`config.mk`:
```
export PLATFORM = sky130hd
export DESIGN_NAME = decoder_4b3b
export DESIGN_NICKNAME = d
export VERILOG_FILES = /design/src/rtl/decoder_4b3b.sv
export SDC_FILE = /design/constraint.sdc
export NUM_CORES = 1
export LEC_CHECK = 0
export BUFFER_PORTS_ARGS = -buffer_cell sky130_fd_sc_hd__buf_2
export CAP_MARGIN = 40
export CORE_UTILIZATION = 40
export CTS_CLUSTER_DIAMETER = 40
export DETAILED_ROUTE_END_ITERATION = 16
export GPL_ROUTABILITY_DRIVEN = 0
export PLACE_DENSITY = 0.62
export SYNTH_ARGS = -nofsm -noshare
export SYNTH_HDL_FRONTEND = slang
export SYNTH_SLANG_ARGS = --single-unit
```
`constraint.sdc`:
```
create_clock -name clk_i -period 2.1 [get_ports clk_i]
set_clock_uncertainty 0.1 [all_clocks]
set_input_delay 0.42 -clock clk_i [delete_from_list [all_inputs] [get_ports clk_i]]
set_output_delay 0.42 -clock clk_i [all_outputs]
set_load 0.03 [all_outputs]
```
`src/rtl/decoder_4b3b.sv`:
```
// ---------------------------------------------------------------------------
// decoder_4b3b
// Receive-side 4b/3b decoder. Decodes 4-bit sub-symbols against the
// running-disparity code tables and flags code/disparity violations. It also
// runs a two-state lock FSM and keeps a saturating error counter.
//
// Ports
//   clk_i              single clock
//   rst_ni             synchronous active-low reset
//   data_i [3:0]       encoded sub-symbol
//   valid_i            data_i qualifier
//   err_count_clr_i    clears err_count_o (same edge)
//   data_o [2:0]       decoded data (1-cycle latency)
//   valid_o            output qualifier
//   run_disparity_n_o  current running disparity, 1 = negative
//   code_err_o         symbol is in neither table
//   disp_err_o         symbol is only valid under the opposite disparity
//   locked_o           lock FSM is in LOCKED
//   err_count_o        saturating count of erroneous valid symbols
//
// Lock FSM
//   state       | meaning
//   ST_UNLOCKED | counting consecutive good symbols toward LOCK_GOOD_CNT
//   ST_LOCKED   | counting consecutive bad symbols toward UNLOCK_ERR_CNT
// ---------------------------------------------------------------------------
module decoder_4b3b #(
    parameter logic RD_N_INIT      = 1'b0,
    parameter int   LOCK_GOOD_CNT  = 8,
    parameter int   UNLOCK_ERR_CNT = 4,
    parameter int   ERR_CNT_W      = 16
) (
    input  logic                 clk_i,
    input  logic                 rst_ni,
    input  logic [3:0]           data_i,
    input  logic                 valid_i,
    input  logic                 err_count_clr_i,
    output logic [2:0]           data_o,
    output logic                 valid_o,
    output logic                 run_disparity_n_o,
    output logic                 code_err_o,
    output logic                 disp_err_o,
    output logic                 locked_o,
    output logic [ERR_CNT_W-1:0] err_count_o
);

    localparam int GOOD_W = $clog2(LOCK_GOOD_CNT + 1);
    localparam int BAD_W  = $clog2(UNLOCK_ERR_CNT + 1);

    typedef enum logic {
        ST_UNLOCKED = 1'b0,
        ST_LOCKED   = 1'b1
    } state_t;

    state_t                 r_state;
    state_t                 w_state_nxt;
    logic [GOOD_W-1:0]      r_good_run;
    logic [GOOD_W-1:0]      w_good_nxt;
    logic [BAD_W-1:0]       r_err_run;
    logic [BAD_W-1:0]       w_err_nxt;
    logic [2:0]             r_data;
    logic                   r_valid;
    logic                   r_rd_n;
    logic                   r_code_err;
    logic                   r_disp_err;
    logic [ERR_CNT_W-1:0]   r_err_cnt;

    logic                   w_neg_hit;
    logic [2:0]             w_neg_data;
    logic                   w_neg_nrd;
    logic                   w_pos_hit;
    logic [2:0]             w_pos_data;
    logic                   w_pos_nrd;
    logic                   w_cur_hit;
    logic                   w_opp_hit;
    logic                   w_code_err;
    logic                   w_disp_err;
    logic                   w_sym_err;
    logic [2:0]             w_dec_data;
    logic                   w_dec_rd_n;

    // Negative-disparity table; only 1110 (data 7) moves RD to positive.
    always_comb begin
        w_neg_hit  = 1'b1;
        w_neg_data = 3'd0;
        w_neg_nrd  = 1'b1;
        case (data_i)
            4'b0100: w_neg_data = 3'd0;
            4'b1001: w_neg_data = 3'd1;
            4'b0101: w_neg_data = 3'd2;
            4'b1100: w_neg_data = 3'd3;
            4'b0010: w_neg_data = 3'd4;
            4'b1010: w_neg_data = 3'd5;
            4'b0110: w_neg_data = 3'd6;
            4'b1110: begin
                w_neg_data = 3'd7;
                w_neg_nrd  = 1'b0;
            end
            default: w_neg_hit = 1'b0;
        endcase
    end

    // Positive-disparity table; only 0001 (data 7) moves RD to negative.
    always_comb begin
        w_pos_hit  = 1'b1;
        w_pos_data = 3'd0;
        w_pos_nrd  = 1'b0;
        case (data_i)
            4'b1011: w_pos_data = 3'd0;
            4'b1001: w_pos_data = 3'd1;
            4'b0101: w_pos_data = 3'd2;
            4'b0011: w_pos_data = 3'd3;
            4'b1101: w_pos_data = 3'd4;
            4'b1010: w_pos_data = 3'd5;
            4'b0110: w_pos_data = 3'd6;
            4'b0001: begin
                w_pos_data = 3'd7;
                w_pos_nrd  = 1'b1;
            end
            default: w_pos_hit = 1'b0;
        endcase
    end

    // A disparity error still decodes through the opposite table so the
    // receiver resynchronises its RD to the transmitter.
    always_comb begin
        w_cur_hit  = r_rd_n ? w_neg_hit : w_pos_hit;
        w_opp_hit  = r_rd_n ? w_pos_hit : w_neg_hit;
        w_code_err = !w_neg_hit && !w_pos_hit;
        w_disp_err = !w_cur_hit && w_opp_hit;
        w_sym_err  = w_code_err || w_disp_err;
        w_dec_data = 3'd0;
        w_dec_rd_n = r_rd_n;
        if (w_neg_hit && (r_rd_n || !w_pos_hit)) begin
            w_dec_data = w_neg_data;
            w_dec_rd_n = w_neg_nrd;
        end else if (w_pos_hit) begin
            w_dec_data = w_pos_data;
            w_dec_rd_n = w_pos_nrd;
        end
    end

    always_comb begin
        w_state_nxt = r_state;
        w_good_nxt  = r_good_run;
        w_err_nxt   = r_err_run;
        if (valid_i) begin
            case (r_state)
                ST_UNLOCKED: begin
                    if (w_sym_err) begin
                        w_good_nxt = '0;
                    end else if (r_good_run == GOOD_W'(LOCK_GOOD_CNT - 1)) begin
                        w_state_nxt = ST_LOCKED;
                        w_good_nxt  = '0;
                        w_err_nxt   = '0;
                    end else begin
                        w_good_nxt = r_good_run + 1'b1;
                    end
                end
                ST_LOCKED: begin
                    if (!w_sym_err) begin
                        w_err_nxt = '0;
                    end else if (r_err_run == BAD_W'(UNLOCK_ERR_CNT - 1)) begin
                        w_state_nxt = ST_UNLOCKED;
                        w_good_nxt  = '0;
                        w_err_nxt   = '0;
                    end else begin
                        w_err_nxt = r_err_run + 1'b1;
                    end
                end
                default: w_state_nxt = ST_UNLOCKED;
            endcase
        end
    end

    always_ff @(posedge clk_i) begin
        if (!rst_ni) begin
            r_state    <= ST_UNLOCKED;
            r_good_run <= '0;
            r_err_run  <= '0;
            r_data     <= 3'd0;
            r_valid    <= 1'b0;
            r_rd_n     <= RD_N_INIT;
            r_code_err <= 1'b0;
            r_disp_err <= 1'b0;
            r_err_cnt  <= '0;
        end else begin
            r_state    <= w_state_nxt;
            r_good_run <= w_good_nxt;
            r_err_run  <= w_err_nxt;
            r_valid    <= valid_i;
            r_code_err <= valid_i && w_code_err;
            r_disp_err <= valid_i && w_disp_err;
            if (valid_i) begin
                r_data <= w_dec_data;
                r_rd_n <= w_dec_rd_n;
            end
            if (err_count_clr_i) begin
                r_err_cnt <= (valid_i && w_sym_err) ? ERR_CNT_W'(1) : '0;
            end else if (valid_i && w_sym_err && (r_err_cnt != '1)) begin
                r_err_cnt <= r_err_cnt + 1'b1;
            end
        end
    end

    assign data_o            = r_data;
    assign valid_o           = r_valid;
    assign run_disparity_n_o = r_rd_n;
    assign code_err_o        = r_code_err;
    assign disp_err_o        = r_disp_err;
    assign locked_o          = (r_state == ST_LOCKED);
    assign err_count_o       = r_err_cnt;

endmodule

```
==> flow_summary_export.csv, run 1 <==
group,metric,value,unit
run_status,status,"complete, no violations",
synth,ys_seq_area_frac,0.3863,
floorplan,start_util,0.4291,
setup_path,rr_startpoint,"err_count_o[5]",
synth,ys_ff_latch,31,
timing,finalHoldViolCount,0,
detailed_routing,post-route-drc-count,0,
synth,synth_nets,211,
cells_and_area,diodes,0,
setup_path,path_buf_inv,0,
timing,max_freq,0.5282,GHz
setup_path,crit_path_top_delay_cell,"or4_1",
setup_path,cp.required,2.21,ns
synth,yosys_most_used_dff,"dfxtp_1",
detailed_routing,vias,1626,
cells_and_area,layout_commonest_cell,"buf_2",
clocking,clock_path_buffers,2,
synth,synth.cell_area,1607,µm²
clocking,post_cts_buffers,0,
place,port_buffers,31,
place,placed_cells,285,
floorplan,die_x,65.38,µm
synth,netlist_instances,200,
setup_path,max_stage_delay,0.46,ns
clocking,numClockSinks,31,
detailed_routing,postRouteAntennaNets,0,
synth,synth_area_per_cell,8.033,µm²
setup_path,end_kind,"flop",
pwr,p_leak,0.8040,nW
floorplan,coreArea,3744,µm²
pwr,power_density,623.4,nW/µm²
cells_and_area,nets,255,
synth,synth_cell_types,43,
clocking,htreeDepth,2,
setup_path,cp-startpoint,"err_count_o[5]",
detailed_routing,drt_iter0_drc,86,
min_path,min-delay-start,"r_err_run[2]",
pwr,p_total,1.240,mW
run,cap_violations,0,
cells_and_area,layout-drive-gt1-share,0.2664,
timing,finalSetupViolations,0,
floorplan,io_pins,32,
timing,post-route-period-util,0.9015,
clocking,clock_latency,0.28,ns
global_route,gr-total-overflow,0,
setup_path,path_cells,"nand4_2, or3_4, nand2b_4, or4_1, a21oi_1",
global_route,grt_pass1_vias,1460,
floorplan,num_rows,22,
setup_path,path_class,"flop to flop",
cells_and_area,fin_util,0.5314,
floorplan,dieHeight,65.38,µm
timing,slew_headroom,0.6195,
clocking,clk_pin_slew,0.06,ns
setup_path,critPathTopFamily,"simple AND/OR/NAND/NOR gates",
setup_path,path_max_fanout,6,
detailed_routing,wl_per_cell,12.58,µm
synth,synth_enable_flop_cells,0,
cells_and_area,final_cells,292,
floorplan,die-area,4274,µm²
timing,worst_hold_slack,0.3379,ns
clocking,ctsRootBufferMaster,"clkbuf_8",
detailed_routing,drtPass1Iterations,4,
cells_and_area,final_cell_mix,"buf_2 (31), dfxtp_1 (29), a21oi_1 (24), nand2_1 (17), o21ai_0 (16)",
setup_path,cp.arrival,2.00,ns
synth,ys_async_sr_fraction,0,
global_route,grt_max_degree,20,
timing,drv_slew,0,
detailed_routing,drt-total-wl,3.673,mm
global_route,antenna_found_initial,0,
timing,rsz0062_at_grt,"false",
clocking,cts_tree,"done",
synth,ys_warn_count,0,
timing,tightest_slew,0.5707,ns
detailed_routing,via_per_inst,5.568,
cells_and_area,synthToLayoutAreaGrowth,23.83,%
clocking,numCtsBuffers,5,
global_route,grt_first_pass_wirelength,6.106,mm
setup_path,startpoint_type,"flop",
min_path,hp-class,"flop to flop",
timing,fin_crit,1.893,ns
place,place_hpwl,2.708,mm
global_route,grt_usage,0.1911,
timing,fin_setup_tns,0,ns
pwr,irDropWorstVdd,0.4211,mV
[sequential cells by signal (all words and copies together) (netlist names)]
name,cells
code_err_o,1
data_o,3
disp_err_o,1
err_count_o,16
locked_o,1
r_err_run,3
r_good_run,4
run_disparity_n_o,1
valid_o,1
[layer usage]
metal | GRT usage | part of all wire | wire, µm
met1 | 0.2128 | 0.46 | 1673
met2 | 0.3222 | 0.48 | 1772
met3 | 0.06250 | 0.040 | 147
met4 | 0.09783 | 0.022 | 80
met5 | 0 | 0 | 0
[repair_timing]
item,in CTS,in global routing
hold buffers,0,0
resized for setup,0,1
endpoints found under the setup margin,0,1
[report_power, final]
group	internal (mW)	switching [mW]	leakage (nW)	total, mW
registers	0.601	0.00992	0.252	0.611
clock network	0.257	0.219	0.0470	0.476
logic	0.0574	0.0966	0.504	0.154
[worst reg2reg max path, stage by stage, from the launching register on]
cell	delay, ns
dfxtp_1	0.37
nand4_2	0.13
or3_4	0.43
nand2b_4	0.18
or4_1	0.46
a21oi_1	0.15
[cells in the mapped netlist, drive strengths merged (4+ instances only)]
master | number | share of area
and3 | 5 | 0.019
nand4 | 7 | 0.031
a21oi | 24 | 0.075
nand2 | 17 | 0.040
o21ai | 16 | 0.050
or4 | 6 | 0.028
o31ai | 6 | 0.028
nand2b | 4 | 0.020
dfxtp | 31 | 0.39
nor3 | 7 | 0.022
inv | 5 | 0.012
clkbuf | 6 | 0.014
nand3 | 11 | 0.034
or3 | 7 | 0.030
nor2 | 14 | 0.033
[logic make-up (layout without fill, tap and decap cells)]
| logic type | Yosys count | after routing | share of synthesized area |
|---|---|---|---|
| muxes | 1 | 1 | 0.006231 |
| adders and majority gates | 3 | 3 | 0.02337 |
| AOI/OAI and AO/OA | 61 | 61 | 0.2344 |
| and+or+nand+nor | 87 | 87 | 0.2998 |
| buffers and inverters | 15 | 59 | 0.03894 |
| DFF | 31 | 31 | 0.3863 |
| xor gates and xnor gates | 2 | 2 | 0.01091 |
[final timing paths]
path	slack [ns]	depth (start not counted)	to
worst min-delay path	0.34	2	r_err_run[2]
worst min register to register	0.34	2	r_err_run[2]
worst max-delay path	0.21	5	err_count_o[11]
worst max register to register	0.21	5	err_count_o[11]
[through the flow]
stage	area, µm²	worst slack [ns]
2_1_floorplan	1609	0.01682
3_3_place_gp	1897	0.003415
3_5_place_dp	1897	-0.04355
4_1_cts	1984	0.1246
5_1_grt	1989	0.08319
6_report	1989	0.2068
[area by class of cell]
type,count,area (µm²)
inverters,6,22.52
fillers,381,1754
clock inverters,1,5.005
repair buffers,46,267.8
flip-flops and latches,31,623.1
well taps,48,60.06
clock buffers,6,82.58
multi-input cells,154,928.4
No activity file was read; power rests on OpenSTA's default activity.
==> run 2: changes to the inputs <==
REMOVE_ABC_BUFFERS = 1   (was unset)
==> run 2 against run 1 <==
Against the previous run: design area about the same; utilization about the same; sequential share of layout area about the same; clock power fell by 5.7%; sequential power about the same; combinational power is 5% higher; first-iteration DRC count fell by 15%; maximum frequency fell by 0.87%; wire length hardly changed; register-to-register slack got worse by 0.02 ns; via count shrank 3.0%; non-clock buffer count up 1; critical endpoint is now err_count_o[4].
==> flow_summary_export.csv, run 2 (synthesis results as in run 1) <==
group,metric,value,unit
run_status,status,"complete, no violations",
setup_path,crit_path_top_delay_cell,"or4_1",
floorplan,die-area,4274,µm²
timing,worst_hold_slack,0.3325,ns
setup_path,path_max_fanout,11,
place,placed_cells,286,
place,place_hpwl,2.717,mm
clocking,clock_latency,0.28,ns
clocking,htreeDepth,2,
clocking,numClockSinks,31,
run,cap_violations,0,
setup_path,crit_cells,5,
pwr,internal-power,0.8936,mW
setup_path,max_stage_delay,0.54,ns
min_path,hp-class,"flop to flop",
timing,fin_setup_tns,0,ns
setup_path,reg2reg_slack,0.19,ns
timing,tightest_slew,0.3728,ns
clocking,clk_pin_slew,0.07,ns
cells_and_area,layout-drive-gt1-share,0.2602,
global_route,grt_usage,0.1955,
setup_path,cp.arrival,2.02,ns
cells_and_area,fillCellCount,398,
pwr,switching_share,0.2677,
place,dp_slack,-0.02032,ns
cells_and_area,layout_commonest_cell,"buf_2",
place,placed_area,1902,µm²
setup_path,end_kind,"flop",
clocking,cts_tree,"done",
clocking,ctsHoldBuffers,0,
floorplan,coreArea,3744,µm²
place,port_buffers,31,
clocking,ctsRootBufferMaster,"clkbuf_8",
detailed_routing,drt-total-wl,3.675,mm
timing,fin_crit,1.910,ns
global_route,antenna_found_initial,0,
cells_and_area,largest_reg_flops,16,
pwr,p_seq_frac,0.500,
setup_path,path_class,"flop to flop",
setup_path,path_buf_inv,0,
cells_and_area,final_cell_mix,"buf_2 (31), dfxtp_1 (30), a21oi_1 (24), nand2_1 (17)",
pwr,clkPwrFrac,0.368,
timing,post-route-period-util,0.9094,
setup_path,startpoint_type,"flop",
pwr,net-switching-power,0.3266,mW
detailed_routing,drt_iter0_drc,73,
cells_and_area,synthToLayoutAreaGrowth,23.75,%
timing,max_freq,0.5236,GHz
detailed_routing,wl_per_cell,12.50,µm
global_route,grt_pass1_vias,1508,
floorplan,io_pins,32,
timing,slew_headroom,0.7514,
cells_and_area,nets,256,
floorplan,num_rows,22,
clocking,numCtsBuffers,5,
cells_and_area,diodes,0,
detailed_routing,vias,1578,
detailed_routing,post-route-drc-count,0,
timing,finalSetupViolations,0,
floorplan,start_util,0.4291,
pwr,irDropWorstVdd,0.3959,mV
timing,rsz0062_at_grt,"false",
setup_path,critPathTopFamily,"simple AND/OR/NAND/NOR gates",
clocking,post_cts_buffers,0,
floorplan,dieHeight,65.38,µm
setup_path,path_cells,"xor2_1, o211ai_2, nand3_1, or4_1, a21oi_1",
timing,drv_slew,0,
clocking,clock_path_buffers,2,
pwr,power_density,613.8,nW/µm²
timing,fin_ws,0.1902,ns
detailed_routing,postRouteAntennaNets,0,
floorplan,die_x,65.38,µm
global_route,grt_first_pass_wirelength,6.534,mm
global_route,grt_max_degree,14,
global_route,gr-total-overflow,0,
detailed_routing,drtPass1Iterations,4,
min_path,holdPathStages,2,
setup_path,cp.required,2.21,ns
setup_path,reg2reg_depth,5,
cells_and_area,fin_area,1988,µm²
timing,finalHoldViolCount,0,
pwr,combPwrFrac,0.132,
detailed_routing,via_per_inst,5.367,
pwr,p_leak,0.8039,nW
cells_and_area,final_cells,294,
## run 2: power groups by stage
stage               registers (mW)  logic [mW]  clock network (mW)
global placement             0.623       0.159                   0
finish                       0.610       0.161               0.449
detailed placement           0.624       0.160                   0
CTS                          0.610       0.160               0.462
global route                 0.612       0.178               0.487
floorplan                    0.643      0.0632                   0
## run 2: area by class of cell
type                       count  area [µm²]  area share
multi-input combinational    154       923.4      0.4644
clock inverter                 2       12.51    0.006293
sequential                    31       621.8      0.3128
clock buffer                   6       72.57     0.03650
inverter                       6       22.52     0.01133
timing repair buffer          47       275.3      0.1385
tap                           48       60.06     0.03021
## run 2: final timing paths
check,start,endpoint
worst max-delay path,run_disparity_n_o,err_count_o[4]
worst min-delay path,r_err_run[2],r_err_run[2]
worst max register to register,run_disparity_n_o,err_count_o[4]
worst min register to register,r_err_run[2],r_err_run[2]
## run 2: worst reg2reg max path, cell delays in order, from the launching register on
cell and delay (ns):
dfxtp_1 0.37, xor2_1 0.19, o211ai_2 0.21, nand3_1 0.29, or4_1 0.54, a21oi_1 0.15
## run 2: routing by layer
metal,up-vias,track usage,part of all wire
li1,833,-,-
met1,726,0.2495,0.51
met2,14,0.3235,0.46
met3,5,0.04167,0.019
met4,0,0.06793,0.011
met5,-,0,0
## run 2: repair_timing
action | 4_1_cts | 5_1_grt
endpoints found under the setup margin | 0 | 1
resized for setup | 0 | 1
endpoints found under the hold margin | 0 | 0
## run 2: per-stage QoR
step	util	power, mW
CTS	0.5307	1.233
global placement	0.5080	0.7818
finish	0.5311	1.220
detailed placement	0.5080	0.7834
floorplan	-	0.7062
global route	0.5311	1.277
